### src/rtl/mips32_prog_loader.sv
// Boot loader: assembles big-endian words from a byte stream, writes them from address 0 through HLT, then raises cpu_run.
// Build option MIPS32_LOADER_CHECKSUM_EN appends a CHECK state that requires a trailing XOR checksum byte before release.
module mips32_prog_loader #(
  parameter int          ADDR_W   = 10,
  parameter int          DEPTH    = 1024,
  parameter logic [31:0] HLT_WORD = 32'hfc000000
) (
  input  logic              clk,
  input  logic              reset,
  input  logic              start,
  input  logic [7:0]        in_data,
  input  logic              in_valid,
  output logic              in_ready,
  output logic              mem_we,
  output logic [ADDR_W-1:0] mem_addr,
  output logic [31:0]       mem_wdata,
  output logic [ADDR_W:0]   word_count,
  output logic              busy,
  output logic              cpu_run,
  output logic              err
);

  typedef enum logic [2:0] {
    IDLE,
    LOAD,
    WRITE,
    DONE,
    ERR
`ifdef MIPS32_LOADER_CHECKSUM_EN
    , CHECK
`endif
  } state_t;

  // word_count value during the WRITE of the last legal slot
  localparam logic [ADDR_W:0] LAST_CNT = (ADDR_W+1)'(DEPTH - 1);
  localparam logic [ADDR_W:0] CNT_ONE  = (ADDR_W+1)'(1);

  state_t      state;
  logic [1:0]  byte_cnt;
  logic [31:0] word;
  logic [31:0] next_word;
  logic        take;

`ifdef MIPS32_LOADER_CHECKSUM_EN
  logic [7:0]  csum;
`endif

  assign next_word = {word[23:0], in_data};
  assign take      = in_valid && in_ready;

  always_ff @(posedge clk) begin
    if (reset) begin
      state      <= IDLE;
      in_ready   <= 1'b0;
      mem_we     <= 1'b0;
      mem_addr   <= '0;
      mem_wdata  <= '0;
      word_count <= '0;
      busy       <= 1'b0;
      cpu_run    <= 1'b0;
      err        <= 1'b0;
      byte_cnt   <= '0;
      word       <= '0;
`ifdef MIPS32_LOADER_CHECKSUM_EN
      csum       <= '0;
`endif
    end else begin
      mem_we <= 1'b0;
      case (state)
        IDLE, DONE, ERR: begin
          // Re-arming discards any partial word and status from the previous load
          if (start) begin
            state      <= LOAD;
            in_ready   <= 1'b1;
            busy       <= 1'b1;
            cpu_run    <= 1'b0;
            err        <= 1'b0;
            word_count <= '0;
            byte_cnt   <= '0;
`ifdef MIPS32_LOADER_CHECKSUM_EN
            csum       <= '0;
`endif
          end
        end

        LOAD: begin
          if (take) begin
            word     <= next_word;
            byte_cnt <= byte_cnt + 2'd1;
`ifdef MIPS32_LOADER_CHECKSUM_EN
            csum     <= csum ^ in_data;
`endif
            if (byte_cnt == 2'd3) begin
              state     <= WRITE;
              in_ready  <= 1'b0;
              mem_we    <= 1'b1;
              mem_addr  <= word_count[ADDR_W-1:0];
              mem_wdata <= next_word;
            end
          end
        end

        WRITE: begin
          word_count <= word_count + CNT_ONE;
          if (word == HLT_WORD) begin
`ifdef MIPS32_LOADER_CHECKSUM_EN
            state    <= CHECK;
            in_ready <= 1'b1;
`else
            state    <= DONE;
            busy     <= 1'b0;
            cpu_run  <= 1'b1;
`endif
          end else if (word_count == LAST_CNT) begin
            state <= ERR;
            busy  <= 1'b0;
            err   <= 1'b1;
          end else begin
            state    <= LOAD;
            in_ready <= 1'b1;
          end
        end

`ifdef MIPS32_LOADER_CHECKSUM_EN
        CHECK: begin
          if (take) begin
            in_ready <= 1'b0;
            busy     <= 1'b0;
            if (in_data == csum) begin
              state   <= DONE;
              cpu_run <= 1'b1;
            end else begin
              state <= ERR;
              err   <= 1'b1;
            end
          end
        end
`endif

        default: begin
          state    <= IDLE;
          in_ready <= 1'b0;
          busy     <= 1'b0;
        end
      endcase
    end
  end

endmodule

### config.mk
export PLATFORM = sky130hd
export DESIGN_NAME = mips32_prog_loader
export DESIGN_NICKNAME = d
export VERILOG_FILES = /design/src/rtl/mips32_prog_loader.sv
export SDC_FILE = /design/constraint.sdc
export NUM_CORES = 1
export LEC_CHECK = 0
export ABC_AREA = 1
export CORE_MARGIN = 4
export CORE_UTILIZATION = 40
export DETAILED_ROUTE_END_ITERATION = 10
export HOLD_SLACK_MARGIN = 0.06
export PLACE_DENSITY_LB_ADDON = 0.15
export REMOVE_ABC_BUFFERS = 1
export SETUP_SLACK_MARGIN = 0.3
export SKIP_LAST_GASP = 1
export SLEW_MARGIN = 20
export SYNTH_ARGS = -nofsm -noshare
export SYNTH_HDL_FRONTEND = slang
export SYNTH_SLANG_ARGS = --single-unit
### constraint.sdc
create_clock -name clk -period 2 [get_ports clk]
set_clock_uncertainty 0.1 [all_clocks]
set_input_delay 0.6 -clock clk [delete_from_list [all_inputs] [get_ports clk]]
set_output_delay 0.6 -clock clk [all_outputs]
set_load 0.01 [all_outputs]
==> impl_metrics.tcl, run 1 <==
set metrics [dict create \
    status "finished, final reports clean" \
    leakage_nw 2.11 \
    cp.required_ns 1.30 \
    grt.total_usage 0.170 \
    synth_top_area_frac 0.497 \
    cts_sinks 95 \
    antenna_cells 0 \
    synth_seq_cells 95 \
    htree_levels 3 \
    yosys_warnings 0 \
    max_cap_violations 0 \
    synthesis.area_um2 3830 \
    area_delta_synth_final_pct 32.0 \
    cp_max_fo 4 \
    setup_ws_ns 0.345 \
    fp.coreArea_um2 9280 \
    drive_gt1_frac 0.213 \
    nFillCells 934 \
    synth.area.top_cells "dfxtp_1, nand2_1, o21ai_0" \
    drc_errors 0 \
    clock-root-buffer "clkbuf_8" \
    critPathSlowestCell "dfxtp_2" \
    grt_first_pass_wirelength_mm 15.6 \
    place.gp.congestion 0.787 \
    yosysTopAreaCell "dfxtp_1" \
    worst_pin_slew_ns 0.335 \
    overflow 0 \
    p_per_area_nw_per_um2 917 \
    fin_crit_sh 0.828 \
    netlist-cell-type-count 28 \
    clkSlewWorstSetupHoldPaths_ns 0.10 \
    nets 601 \
    totalWireLength_mm 9.37 \
    drt_first_pass_iters 4 \
    cp_slowest_stage_delay_ns 0.33 \
    cp.arrival_ns 0.96 \
    grt_pass1_vias 3269 \
    clk_latency_ns 0.36 \
    cp-start-kind "flop" \
    cts_buffer_depth 2 \
    antenna_found_initial 0 \
    end_kind "output port" \
    placed_cell_area_um2 4860 \
    die_area_um2 11200 \
    grt_max_degree 51 \
    cp_num_buf_inv 2 \
    numCtsBuffers 9 \
    crit_cells 2 \
    cts_tree "built" \
    timing.final.crit_period_ns 1.66 \
    r2r_cells 10 \
    slew_headroom 0.777 \
    place_inst 701 \
    cp_cell_sequence "buf_4, buf_2" \
    hold_violations 0 \
    hpwlAfterDp_mm 6.67 \
    crit_family "flip-flops" \
    detail-route-antenna-nets 0 \
    yosysSeqAreaShare 0.497 \
    num_io_pins 70 \
    rows 35 \
    drt_iter0_drc 138 \
    min_path_cells 2 \
    tns_ns 0 \
    ir_drop_mv 0.549 \
    slew_viol_final 0 \
    rsz0062_at_grt "true" \
    cts_hold_buf 0 \
    wl_per_cell_um 13.0 \
    port_buffers 69 \
    critPathKind "reg -> out" \
    hold_class "reg -> reg" \
    dieWidth_um 106 \
    max_freq_mhz 604 \
    setup_viol 0 \
    postLayoutCellArea_um2 5050 \
    syn_avg_cell_area_um2 7.67 \
    vias_per_cell 4.85 \
    postSynthCellCount 499 \
    fp.dieH_um 106 \
    vias 3494 \
    holdWs_ns 0.354 \
    fin_cells 721 \
    pre_cts_ws_ns -0.131 \
    start_util 0.412 \
]
## cell usage after synthesis
master    count
a211oi_1      3
a211oi_2      1
a21oi_1      52
a21oi_2      14
a31oi_1       1
buf_2         5
buf_4         1
buf_6         4
clkbuf_1     14
clkinv_1      1
dfxtp_1      95
ha_1          2
inv_1        47
inv_2         3
inv_6         1
nand2_1      80
nand2_2       1
nand3_1      30
nand4_1       2
nor2_1       52
nor2_2        1
nor2_4        2
nor3_1        7
nor3_4        1
o211ai_1      1
o21ai_0      54
o21ai_1      23
o21bai_1      1
## cells by family (layout without fill, tap and decap cells)
logic type	Yosys count	count (layout)	share of synthesized area
buffers and inverters	76	169	0.0863
AOI/OAI and AO/OA	150	150	0.216
and+or+nand+nor	176	176	0.195
DFF	95	95	0.497
adders and majority gates	2	2	0.00654
## through the flow
step                       util  power (mW)
after floorplan               -        2.87
after global placement    0.523        3.28
after detailed placement  0.523        3.31
after CTS                 0.542        4.61
after global routing      0.544        4.90
final                     0.544        4.63
## worst reg2reg max path: stages, from the launching register on
cell and delay, ns:
dfxtp_2 0.34, ha_2 0.19, nand3_2 0.12, nor2_4 0.17, inv_1 0.09, nor2_2 0.11
nand2_1 0.09, nand2_1 0.06, nand3_1 0.07, nand2_1 0.08, a21oi_1 0.06
## cells in the final DEF, fill, tap and decap left out, types with 2 or more instances in the layout
master           synthesis  routed
nor2_2                   1       3
dlygate4sd2_1            0       7
o21ai_2                  0       2
buf_4                    1      22
o21ai_0                 54      41
inv_1                   47      46
nor2_1                  52      48
o21ai_1                 23      34
a211oi_1                 3       2
inv_2                    3       4
clkbuf_2                 0      24
clkdlybuf4s50_1          0      10
nor3_1                   7       7
dfxtp_2                  0      10
nand3_2                  0       3
nand2_1                 80      79
buf_2                    5       3
buf_12                   0       8
inv_6                    1       3
a21oi_2                 14      14
clkbuf_8                 0      10
dfxtp_4                  0       4
clkdlybuf4s15_1          0      24
dfxtp_1                 95      81
a21oi_1                 52      52
clkinv_4                 0       3
nor2_4                   2       4
nand4_1                  2       2
nand3_1                 30      27
a211oi_2                 1       2
## state kept, by name, summed over array words and instances (netlist names)
| name | flops |
|---|---|
| in_ready | 1 |
| mem_addr | 10 |
| state | 3 |
| word | 32 |
| byte_cnt | 2 |
| err | 1 |
| busy | 1 |
| mem_wdata | 32 |
| cpu_run | 1 |
| mem_we | 1 |
| word_count | 11 |
## cell type report
class / instances / area [µm²] / share of cell area
Sequential cell: 95 / 1930 / 0.382
Timing Repair Buffer: 101 / 897 / 0.178
Inverter: 52 / 205 / 0.0406
Multi-Input combinational cell: 328 / 1650 / 0.327
Clock inverter: 5 / 65.1 / 0.0129
Tap cell: 129 / 161 / 0.0320
Clock buffer: 11 / 141 / 0.0280
## metal layers
| metal | track usage | part of all wire | up-vias |
|---|---|---|---|
| li1 | - | - | 1820 |
| met1 | 0.238 | 0.48 | 1585 |
| met2 | 0.263 | 0.46 | 83 |
| met3 | 0.0367 | 0.048 | 6 |
| met4 | 0.0490 | 0.0087 | 0 |
| met5 | 0 | 0 | - |
## report_power, final
group | internal [mW] | switching, mW | total [mW]
sequential | 2.04 | 0.0930 | 2.14
clock | 0.625 | 0.687 | 1.31
combinational | 0.479 | 0.707 | 1.19
## what timing repair did
action	CTS	global route
setup endpoints to repair	79	118
pin swaps	2	4
cloned	0	0
setup buffers	1	3
resized for setup	99	90
## path summary, 6_finish.rpt
path                   end           from  slack [ns]
max reg2reg       state[0]  word_count[1]        0.42
min reg2reg            err            err        0.35
min                    err            err        0.35
max          word_count[1]  word_count[1]        0.34
No activity file was read; power rests on OpenSTA's default activity.
==> run 2: changes to the inputs <==
clock period = 1.5 ns   (was 2 ns; I/O delays follow)
==> impl_metrics.tcl, run 2 (synthesis results as in run 1) <==
set metrics [dict create \
    status "complete, but fails checks" \
    violations "setup timing" \
    cp_cell_sequence "clkdlybuf4s50_1, nand2_2, nor2_4, nand2_4, buf_12, nor2_4, inv_4, o21ai_1" \
    hold-path-endpoint "word[7]" \
    ff2ff_setup_slack_ns -0.03 \
    final_cell_mix "buf_6, dfxtp_2, buf_4" \
    min-delay-start "word[7]" \
    end_kind "flop" \
    drt_first_pass_iters 4 \
    fin_cells 781 \
    grt.total_usage 0.185 \
    holdWs_ns 0.373 \
    setup_ws_ns -0.0308 \
    cp.required_ns 1.69 \
    grt_max_degree 39 \
    dieWidth_um 106 \
    critPathKind "in -> reg" \
    cts_buffer_depth 2 \
    cp_max_fo 12 \
    r2r-end "in_ready" \
    cts_sinks 95 \
    final_common_cell "buf_6" \
    hold_violations 0 \
    critPathSlowestCell "clkdlybuf4s50_1" \
    cts_tree "built" \
    place.gp.congestion 0.832 \
    port_buffers 69 \
    seqPwrFrac 0.423 \
    path_common_cell "nor2_4" \
    overflow 0 \
    setup_viol 32 \
    numCtsBuffers 9 \
    area_delta_synth_final_pct 58.9 \
    die_area_um2 11200 \
    leakage_nw 2.56 \
    detail-route-antenna-nets 0 \
    wl_per_cell_um 13.6 \
    totalWireLength_mm 10.6 \
    drc_errors 0 \
    antenna_cells 0 \
    clkSlewWorstSetupHoldPaths_ns 0.10 \
    slew_headroom 0.638 \
    fp.coreArea_um2 9280 \
    crit_family "buffers and inverters" \
    p_comb_frac 0.345 \
    reg_top3 "mem_wdata x32, word x32, word_count x11" \
    drive_gt1_frac 0.529 \
    vias 3762 \
    nets 661 \
    start_util 0.412 \
    r2r_cells 9 \
    fin_crit_sh 1.02 \
    cts_hold_buf 0 \
    min_path_cells 2 \
    fp.dieH_um 106 \
    max_freq_mhz 653 \
    grt_first_pass_wirelength_mm 16.8 \
    cp_num_buf_inv 3 \
    intPower_mw 4.46 \
    cp-start-kind "primary input" \
    vias_per_cell 4.82 \
    antenna_found_initial 0 \
    place_inst 735 \
    grt_pass1_vias 3487 \
    rsz0062_at_grt "true" \
    rows 35 \
    clk_latency_ns 0.36 \
    switchingPower_mw 2.37 \
    sw_frac_of_total 0.347 \
    clock-root-buffer "clkbuf_8" \
    drt_iter0_drc 163 \
    clkPwrFrac 0.232 \
    max_cap_violations 0 \
    ir_drop_mv 0.910 \
    slew_viol_final 0 \
    cp_slowest_stage_delay_ns 0.47 \
    reg2reg_from "word_count[0]" \
    timing.final.crit_period_ns 1.53 \
    num_io_pins 70 \
    cp.arrival_ns 1.72 \
    htree_levels 3 \
    worst_pin_slew_ns 0.537 \
    p_per_area_nw_per_um2 1120 \
    hold_class "reg -> reg" \
    hpwlAfterDp_mm 6.84 \
]
-- run 2: area by class of cell --
| cell class | instances | area (µm²) |
|---|---|---|
| clock buffers | 9 | 124 |
| clock inverters | 7 | 57.6 |
| multi-input cells | 328 | 1870 |
| well taps | 129 | 161 |
| flip-flops and latches | 95 | 2010 |
| inverters | 52 | 210 |
| fillers | 810 | 3210 |
| repair buffers | 161 | 1650 |
-- run 2: worst max path at each step --
stage / start / to / depth (start not counted)
after floorplan: state[0] / mem_wdata[24] / 8
after global placement: in_valid / in_ready / 10
after detailed placement: in_valid / mem_wdata[23] / 8
after CTS: word_count[1] / word_count[1] / 2
after global routing: state[1] / mem_wdata[30] / 8
final: in_valid / mem_wdata[30] / 8
-- run 2: repair_timing --
action                                  CTS  global route
buffers inserted                         16            11
endpoints found under the setup margin  153           153
pin swaps                                17            30
gates resized for setup                 436            80
cloned                                    1             2
-- run 2: layer usage --
metal,share of wire,up-vias,wire length (µm),track usage
met5,0,-,0,0
met4,0.017,0,179,0.0657
met3,0.043,13,457,0.0386
met2,0.48,87,5120,0.299
met1,0.46,1715,4870,0.245
li1,-,1947,-,-
-- run 2: metrics by stage --
stage / worst slack [ns] / instance area, µm² / util / setup TNS [ns] / total power [mW]
6_report: -0.0308 / 6080 / 0.655 / -0.437 / 6.83
5_1_grt: -0.125 / 6080 / 0.655 / -5.57 / 7.22
4_1_cts: -0.0486 / 5780 / 0.622 / -0.449 / 6.50
3_5_place_dp: -0.451 / 5100 / 0.549 / -32.16 / 4.58
3_3_place_gp: -0.438 / 5100 / 0.549 / -31.04 / 4.55
2_1_floorplan: -0.696 / 3700 / - / -43.45 / 3.83
-- run 2: tightest hold or removal path, stage by stage (launching register included) --
cell and delay (ns):
dfxtp_2 0.34, inv_2 0.06, a21oi_1 0.05
-- run 2: power by group through the flow --
stage	registers [mW]	logic, mW	clock network, mW
6_report	2.89	2.36	1.58
3_5_place_dp	2.89	1.69	0
4_1_cts	2.86	2.02	1.62
2_1_floorplan	2.90	0.932	0
5_1_grt	2.91	2.59	1.72
3_3_place_gp	2.88	1.67	0
==> run 3: changes to the inputs <==
SLEW_MARGIN = 15   (was 20)
==> results of run 3 <==
The final DEF is identical to that of run 2; final timing and power are the same.
